`src/rtl/mips_ctrl_pkg.sv`:
```
// Shared constants for the MIPS run/step controller: system state encoding
// and the KEY stability window used by the press filter.
package mips_ctrl_pkg;

    localparam logic [2:0] ST_IDLE      = 3'b000;
    localparam logic [2:0] ST_LOAD      = 3'b001;
    localparam logic [2:0] ST_RUN       = 3'b010;
    localparam logic [2:0] ST_STEP_WAIT = 3'b011;
    localparam logic [2:0] ST_STEP_EXEC = 3'b100;
    localparam logic [2:0] ST_DONE      = 3'b101;
    localparam logic [2:0] ST_FAULT     = 3'b110;

    // Consecutive synchronized-low cycles that make one KEY press.
    localparam int KEY_STABLE_CYC = 4;

endpackage

```
`src/rtl/mips_run_controller_key_press_sync.sv`:
```
// KEY press detector: 2-FF synchronizer for the raw active-low KEY, then a
// stability filter that emits a single-cycle pulse once the synchronized
// level has been low for KEY_STABLE_CYC consecutive cycles after a high.
// Holding the KEY produces no further pulses until it is seen high again.
module key_press_sync
    import mips_ctrl_pkg::*;
(
    input  logic i_clk,
    input  logic i_rst_n,
    input  logic i_key_n,
    output logic o_press
);

    localparam int CNT_W = $clog2(KEY_STABLE_CYC + 1);
    localparam logic [CNT_W-1:0] LP_LAST = CNT_W'(KEY_STABLE_CYC - 1);

    logic             r_meta;
    logic             r_sync;
    logic             r_armed;
    logic             r_press;
    logic [CNT_W-1:0] r_low_cnt;

    // Two-stage synchronizer; resets to the released (high) level.
    always_ff @(posedge i_clk or negedge i_rst_n) begin
        if (!i_rst_n) begin
            r_meta <= 1'b1;
            r_sync <= 1'b1;
        end else begin
            r_meta <= i_key_n;
            r_sync <= r_meta;
        end
    end

    // Count stable-low cycles; fire once, then wait for a high to re-arm.
    always_ff @(posedge i_clk or negedge i_rst_n) begin
        if (!i_rst_n) begin
            r_armed   <= 1'b1;
            r_low_cnt <= '0;
            r_press   <= 1'b0;
        end else begin
            r_press <= 1'b0;
            if (r_sync) begin
                r_armed   <= 1'b1;
                r_low_cnt <= '0;
            end else if (r_armed) begin
                if (r_low_cnt == LP_LAST) begin
                    r_press   <= 1'b1;
                    r_armed   <= 1'b0;
                    r_low_cnt <= '0;
                end else begin
                    r_low_cnt <= r_low_cnt + CNT_W'(1);
                end
            end
        end
    end

    assign o_press = r_press;

endmodule

```
`src/rtl/mips_run_controller.sv`:
```
// Run/step sequencer for the MIPS core. Holds the core in reset until the
// program is loaded, then enables the pipeline continuously or one step per
// KEY press, counts enabled cycles (saturating) and stops on program finish
// or when the cycle budget is used up.
// Optional feature: define BREAKPOINT_EN to drop from RUN into STEP_WAIT
// when pc_in matches break_addr; otherwise pc_in/break_addr are ignored.
module mips_run_controller
    import mips_ctrl_pkg::*;
#(
    parameter int CYC_W      = 32,
    parameter int MAX_CYCLES = 4096,
    parameter int PC_W       = 32
)
(
    input  logic             CLOCK_50,
    input  logic             reset_n,
    input  logic             start_sw,
    input  logic             step_mode_sw,
    input  logic             step_key_n,
    input  logic             program_loaded,
    input  logic             program_finished,
    input  logic [PC_W-1:0]  pc_in,
    input  logic [PC_W-1:0]  break_addr,
    output logic             cpu_rst,
    output logic             cpu_en,
    output logic [2:0]       sys_state,
    output logic [CYC_W-1:0] cycle_count,
    output logic             done,
    output logic             fault
);

    localparam logic [CYC_W-1:0] LP_MAX = CYC_W'(MAX_CYCLES);

    logic [2:0]       r_state;
    logic [2:0]       w_next;
    logic             r_cpu_rst;
    logic             r_cpu_en;
    logic             r_done;
    logic             r_fault;
    logic [CYC_W-1:0] r_count;
    logic [CYC_W-1:0] w_count_next;
    logic             w_press;
    logic             w_bp_hit;

    key_press_sync u_key (
        .i_clk   (CLOCK_50),
        .i_rst_n (reset_n),
        .i_key_n (step_key_n),
        .o_press (w_press)
    );

    // Value the counter takes at this edge; the budget check looks ahead so
    // the last budgeted cycle is also the last enabled one.
    assign w_count_next = (r_cpu_en && (r_count != '1)) ? r_count + CYC_W'(1) : r_count;

`ifdef BREAKPOINT_EN
    logic r_bp_armed;

    assign w_bp_hit = r_bp_armed && r_cpu_en && (r_state == ST_RUN) && (pc_in == break_addr);

    // Breakpoint fires once per arrival at break_addr; re-arms when PC moves off it.
    always_ff @(posedge CLOCK_50 or negedge reset_n) begin
        if (!reset_n) begin
            r_bp_armed <= 1'b1;
        end else if (pc_in != break_addr) begin
            r_bp_armed <= 1'b1;
        end else if (w_bp_hit) begin
            r_bp_armed <= 1'b0;
        end
    end
`else
    logic w_unused_bp;

    assign w_bp_hit    = 1'b0;
    assign w_unused_bp = ^{pc_in, break_addr};
`endif

    // Next-state selection; in the running states start_sw, finish and budget override.
    always_comb begin
        w_next = r_state;
        case (r_state)
            ST_IDLE: begin
                if (start_sw) w_next = ST_LOAD;
            end
            ST_LOAD: begin
                if (!start_sw)          w_next = ST_IDLE;
                else if (program_loaded) w_next = step_mode_sw ? ST_STEP_WAIT : ST_RUN;
            end
            ST_RUN, ST_STEP_WAIT, ST_STEP_EXEC: begin
                if (!start_sw)                   w_next = ST_IDLE;
                else if (program_finished)       w_next = ST_DONE;
                else if (w_count_next == LP_MAX) w_next = ST_FAULT;
                else begin
                    case (r_state)
                        ST_RUN: begin
                            if (w_bp_hit || step_mode_sw) w_next = ST_STEP_WAIT;
                        end
                        ST_STEP_WAIT: begin
                            if (!step_mode_sw) w_next = ST_RUN;
                            else if (w_press)  w_next = ST_STEP_EXEC;
                        end
                        default: w_next = ST_STEP_WAIT;
                    endcase
                end
            end
            ST_DONE, ST_FAULT: begin
                if (!start_sw) w_next = ST_IDLE;
            end
            default: w_next = ST_IDLE;
        endcase
    end

    // State and registered outputs, decoded from the next state so they line up with sys_state.
    always_ff @(posedge CLOCK_50 or negedge reset_n) begin
        if (!reset_n) begin
            r_state   <= ST_IDLE;
            r_cpu_rst <= 1'b1;
            r_cpu_en  <= 1'b0;
            r_done    <= 1'b0;
            r_fault   <= 1'b0;
        end else begin
            r_state   <= w_next;
            r_cpu_rst <= (w_next == ST_IDLE) || (w_next == ST_LOAD);
            r_cpu_en  <= (w_next == ST_RUN) || (w_next == ST_STEP_EXEC);
            r_done    <= (w_next == ST_DONE);
            r_fault   <= (w_next == ST_FAULT);
        end
    end

    // Enabled-cycle counter: cleared while loading, saturating, frozen when disabled.
    always_ff @(posedge CLOCK_50 or negedge reset_n) begin
        if (!reset_n) begin
            r_count <= '0;
        end else if (r_state == ST_LOAD) begin
            r_count <= '0;
        end else begin
            r_count <= w_count_next;
        end
    end

    assign cpu_rst     = r_cpu_rst;
    assign cpu_en      = r_cpu_en;
    assign sys_state   = r_state;
    assign cycle_count = r_count;
    assign done        = r_done;
    assign fault       = r_fault;

endmodule

```
`config.mk`:
```
export PLATFORM = sky130hd
export DESIGN_NAME = mips_run_controller
export DESIGN_NICKNAME = d
export VERILOG_FILES = /design/src/rtl/mips_ctrl_pkg.sv /design/src/rtl/mips_run_controller_key_press_sync.sv /design/src/rtl/mips_run_controller.sv
export SDC_FILE = /design/constraint.sdc
export NUM_CORES = 1
export LEC_CHECK = 0
export CAP_MARGIN = 20
export CORE_AREA = 3 3 85 87
export CTS_CLUSTER_SIZE = 20
export DETAILED_ROUTE_END_ITERATION = 12
export DIE_AREA = 0 0 88 90
export PLACE_DENSITY = 0.91
export SETUP_SLACK_MARGIN = 0.2
export SLEW_MARGIN = 30
export SYNTH_ARGS = -nofsm -noshare
export SYNTH_HDL_FRONTEND = slang
export SYNTH_SLANG_ARGS = --single-unit
```
`constraint.sdc`:
```
create_clock -name CLOCK_50 -period 3.3 [get_ports CLOCK_50]
set_clock_uncertainty 0.2 [all_clocks]
set_input_delay 0.825 -clock CLOCK_50 [delete_from_list [all_inputs] [get_ports CLOCK_50]]
set_output_delay 0.825 -clock CLOCK_50 [all_outputs]
set_load 0.02 [all_outputs]
```
# Word-level counts from Yosys, hierarchy flattened

Index checks and enable logic that the tools add are counted.

Register bits: 46
Bits in latches: 0
Memory bits (writable): 0
Memory bits (read-only): 0
Input bits: 71
Output and inout port bits: 39
Word-level logic and storage cells: 59
Memories: 0

Add/subtract/negate cells: 2
$mul: 0
Divide/modulo/power cells: 0
$lt $le $gt $ge: 0
Equality and inequality tests: 14
Shift-type cells: 0
Mux-type cells: 24
Bitwise operators: 0
Reduce and logical (&&, ||, !) cells: 8

Operators with widths:

| cell                                            | number |
|---|---|
| two-way mux 32 bit                              | 2 |
| two-way mux 3 bit                               | 13 |
| adder 32 x 1 -> 32 bit, second input constant   | 1 |
| == test 32 x 13 -> 1 bit, second input constant | 1 |
| inequality test 32 bit, second input constant   | 1 |
| == test 3 bit, second input constant            | 6 |
| == test 3 x 2 -> 1 bit, second input constant   | 4 |
| case mux 3 bit (4 select lines)                 | 1 |
| two-way mux 1 bit                               | 7 |
| == test 3 x 1 -> 1 bit, second input constant   | 2 |
| zero test 3 bit                                 | 2 |
| case mux 3 bit (2 select lines)                 | 1 |
| adder 3 x 1 -> 3 bit, second input constant     | 1 |
| OR reduction 3 bit                              | 1 |
| logical OR 1 bit                                | 2 |
| nonzero test 2 bit                              | 1 |
| OR reduction 2 bit                              | 1 |
| logical AND 1 bit                               | 1 |

# Depth between registers and ports, before layout

Depth after elaboration: 10
Depth in mapped cells: 13
Gate-level depth less buffers: 11

# Modules after synthesis

From an unflattened synthesis, not the netlist that was laid out.

Cell total of the unflattened synthesis: 334
Area, all modules: 2,931.6 um2

Modules (own cells, without submodules):

| module              | instances | cells an instance | area an instance (um2) | sequential area each (um2) |
|---|---|---|---|---|
| mips_run_controller | 1         | 316               | 2,673.8                | 977.2 |
| key_press_sync      | 1         | 18                | 257.7                  | 178.9 |

# Worst setup path before layout

No wires, ideal clock.

Path type: reg2reg
Start point: reg r_count[0] (netlist: cycle_count[0])
End point: reg r_cpu_en (netlist: cpu_en)
Setup time: 0.131 ns
Arrival time: 2.873 ns
Data required time: 2.969 ns
Slack: 0.095 ns
Cell stages (with the launch flop): 12
Path buffers: 0
Period minus slack after synthesis: 3.205 ns
Cells stage by stage: dfrtp_1 ha_1 nand4_1 nor4_4 nand4b_1 xor2_1 nand3_1 or4b_1 nor4_1 a32o_2 xnor2_1 nor2_1

Word-level cells in the longest chain between the ends: 10
Elaborated cells between the ends (all ways): 12
Classes of those cells: add/sub (1); eq/ne (4); mux (5); reduce/logical (2)

Ends and longest elaborated chain:

| what                                                           | line                       | source |
|---|---|---|
| from (decl)                                                    | mips_run_controller.sv:40  | `logic [CYC_W-1:0] r_count;` |
| from (signal assigned)                                         | mips_run_controller.sv:137 | `r_count <= w_count_next;` |
| branches (longest 2 deep; another with adder 32 x 1 -> 32 bit) | -                          |  |
| two-way mux 32 bit (*)                                         | mips_run_controller.sv:54  | `assign w_count_next = (r_cpu_en && (r_count != '1)) ? r_count + CYC_W'(1) : r_count;` |
| == test 32 x 13 -> 1 bit (*)                                   | mips_run_controller.sv:92  | `else if (w_count_next == LP_MAX) w_next = ST_FAULT;` |
| two-way mux 3 bit (*)                                          | mips_run_controller.sv:92  |  |
| two-way mux 3 bit (*)                                          | mips_run_controller.sv:91  | `else if (program_finished) w_next = ST_DONE;` |
| two-way mux 3 bit (*)                                          | mips_run_controller.sv:90  | `if (!start_sw) w_next = ST_IDLE;` |
| case mux 3 bit (4 select lines) (*)                            | mips_run_controller.sv:81  | `case (r_state)` |
| net w_next[1]                                                  | mips_run_controller.sv:35  | `logic [2:0] w_next;` |
| == test 3 x 2 -> 1 bit / == test 3 bit (equally long branches) | mips_run_controller.sv:124 | `r_cpu_en <= (w_next == ST_RUN) \|\| (w_next == ST_STEP_EXEC);` |
| logical OR 1 bit (*)                                           | mips_run_controller.sv:124 |  |
| to (signal assigned)                                           | mips_run_controller.sv:124 |  |
| to (decl)                                                      | mips_run_controller.sv:37  | `logic r_cpu_en;` |

Mark *: on every way through the listed nets, which the timed path passes.
A chain may end at the register's enable or synchronous reset.

# Worst setup path in the final report

Start point: reg r_count[19] (netlist: cycle_count[19])
End point: reg r_cpu_en (netlist: cpu_en)

Same word-level chain as after synthesis.

==> reports/qor.csv <==
metric;value;unit
outcome;completed;
p_sw_frac;0.306;
dp.cells;495;
slew_violations;0;
drive_gt1_frac;0.348;
coreArea;6420;um^2
portBuffers;45;
intPower;0.859;mW
die_area;7920;um^2
cts.htree.levels;2;
async_reset_ff_frac;1.00;
grt_use_total;0.229;
min_delay_path_depth;0;
num_rows;29;
hold_class;register to register;
hold_viol_final;0;
yosysWarnings;0;
synth_seq_area_share;0.395;
required;3.29;ns
path_delay_family;simple AND/OR/NAND/NOR gates;
multiInputGateArea;1850;um^2
worst-path-max-fanout;5;
drt-vias-per-instance;5.92;
final_common_cell;buf_4;
dp_hpwl;6410;um
rrSetupSlack;0.08;ns
routabilityCongestion;0.971;
grt.overflow.total;0;
setup_viol;0;
path_clk_slew;0.10;ns
diodes;0;
hold_start;u_key.r_meta;
drc;0;
wl_per_cell;17.3;um
synth_edf_count;0;
cpPeakStageDelay;0.53;ns
combPwrFrac;0.190;
fin_util;0.673;
cts-root-buf;clkbuf_8;
synth.avg_cell_area;9.32;um^2
final.fill_count;492;
critPathKind;register to register;
cts_max_path_buffers;2;
syn-instance-count;314;
cts_tree;done;
routed_wl;8930;um
clock.fmax;311;MHz
synthesis.area;2930;um^2
syn2layout_area_growth;47.6;%
rr_endpoint;cpu_en;
start_util;0.456;
antenna_found_initial;0;
slowest_stage;or4b_1;
powerDensity;286;nW/um^2
period_share;0.974;
io_pins;110;
crit_chain;and4_4, nand3_1, o311ai_2, xor2_1, nand3_1, or4b_1, nor4_2, a32o_2, xnor2_1, nor2_1;
timing.rr.start;cycle_count[19];
cts_buffers;5;
hold_end;u_key.r_sync;
p_seq_frac;0.495;
dr_total_vias;3061;
hold_buffers;0;
synth_seq_cells;46;
dr.first_iter.drc_count;203;
start_kind;register;
synth_ff_type;dfrtp_1;
period_minus_slack;3.22;ns
peakVddDrop;0.313;mV
chipHeight;90;um
clk_latency;0.31;ns
grt_max_degree;47;
power;1.24;mW
die_w;88;um
worst_pin_slew;0.593;ns
crit_arrival;3.21;ns
mostFrequentLayoutCells;buf_4, clkdlybuf4s50_1, dfrtp_1, nor2_1, nand3_1;
seqCellArea;1160;um^2
dr.pass1.iters;5;
crit_path_end_kind;register;
rsz0062_at_grt;yes;
ant_nets;0;
clkPwrFrac;0.316;
fin_cells;517;
finalWorstSetupSlack;0.0844;ns
p_switching;0.378;mW
slew_headroom;0.605;
clock-sinks;46;
cap_violations;0;
p_leak;1.92;nW
synthDistinctLibCells;65;
cp_common_cell;nand3_1;
synth_fp_nets;387;
crit_buf_inv;0;
grt_pass1_vias;2966;
rr_worst_depth;10;
grt_pass1_wl;14500;um
nets;512;
post-place-ws;-0.0585;ns
[cells by family after synthesis]
logic type / after synthesis / share of synthesized area
AOI/OAI and AO/OA: 48 / 0.125
xor gates and xnor gates: 31 / 0.0927
DFF: 46 / 0.395
muxes: 6 / 0.0222
and+or+nand+nor: 163 / 0.322
buffers and inverters: 18 / 0.0346
adders and majority gates: 2 / 0.00855
[worst max-delay path by stage]
stage                          startpoint      to  slack [ns]  cells after the start
after CTS                  cycle_count[0]  cpu_en        0.07                     13
after global routing       cycle_count[8]  cpu_en       -0.05                     11
after floorplan            cycle_count[0]  cpu_en        0.17                     11
after detailed placement   cycle_count[0]  cpu_en       -0.06                     12
final                     cycle_count[19]  cpu_en        0.08                     10
after global placement     cycle_count[0]  cpu_en      -0.009                     12
[through the flow]
stage | hold WS (ns) | setup TNS [ns] | instance area [um^2]
finish | 0.162 | 0 | 4320
detailed placement | 0.147 | -0.0869 | 3940
CTS | 0.162 | 0 | 4130
global route | 0.169 | -0.140 | 4320
floorplan | 0.145 | 0 | 2930
global placement | 0.147 | -0.00914 | 3940
[registers in the layout (all words and copies together), names as in the netlist]
signal	flops
cycle_count	32
sys_state	3
u_key.r_low_cnt	3
cpu_en	1
cpu_rst	1
done	1
fault	1
u_key.o_press	1
u_key.r_armed	1
u_key.r_meta	1
u_key.r_sync	1
[power groups by stage]
stage,Combinational (mW),Sequential (mW),Clock [mW]
2_1_floorplan,0.100,0.634,0
3_3_place_gp,0.209,0.620,0
3_5_place_dp,0.215,0.622,0
4_1_cts,0.224,0.611,0.391
5_1_grt,0.253,0.615,0.418
6_report,0.235,0.612,0.390
[worst register-to-register path, cell delays in order (launching register included)]
cell and delay, ns:
dfrtp_1 0.49, and4_4 0.28, nand3_1 0.21, o311ai_2 0.34, xor2_1 0.34, nand3_1 0.14, or4b_1 0.53, nor4_2 0.16
a32o_2 0.24, xnor2_1 0.13, nor2_1 0.05
[synth_stat cells (all sizes together), types with 2 or more instances]
library cell,instances,area share
nand3,26,0.046
buf,8,0.022
or3,3,0.0073
dfstp,4,0.036
nor4b,2,0.011
and3,10,0.021
o21ai,4,0.0068
or4,3,0.0077
or2,2,0.0043
and4,8,0.026
and2,5,0.011
nor2b,4,0.0085
o31ai,7,0.018
nand2b,6,0.013
nor3,2,0.0034
mux2i,5,0.018
dfrtp,42,0.36
a311oi,4,0.012
nand4,13,0.032
nor2,37,0.047
nand3b,4,0.010
clkbuf,4,0.0051
nor4,8,0.022
inv,6,0.0077
ha,2,0.0085
o211ai,2,0.0051
nand2,24,0.033
xor2,14,0.042
a31oi,7,0.017
a2111oi,2,0.0060
a21oi,10,0.021
xnor2,17,0.051
[layer usage]
layer  up-vias  GRT usage  routed length, um
li1       1400          -                  -
met1      1471      0.308               3760
met2       158      0.357               4240
met3        32     0.0393                614
met4         0     0.0972                304
met5         -          0                  0
[layout make-up]
cell class | count | share of cell area
Multi-Input combinational cell | 250 | 0.429
Sequential cell | 46 | 0.268
Timing Repair Buffer | 130 | 0.253
Tap cell | 77 | 0.0223
Clock buffer | 5 | 0.0159
Clock inverter | 3 | 0.00666
Inverter | 6 | 0.00521
[timing repair]
item | 4_1_cts | 5_1_grt
pin swaps | 9 | 14
endpoints found under the setup margin | 6 | 7
setup buffers | 6 | 8
gates resized for setup | 12 | 29
Power figures use the tool's default switching activity.
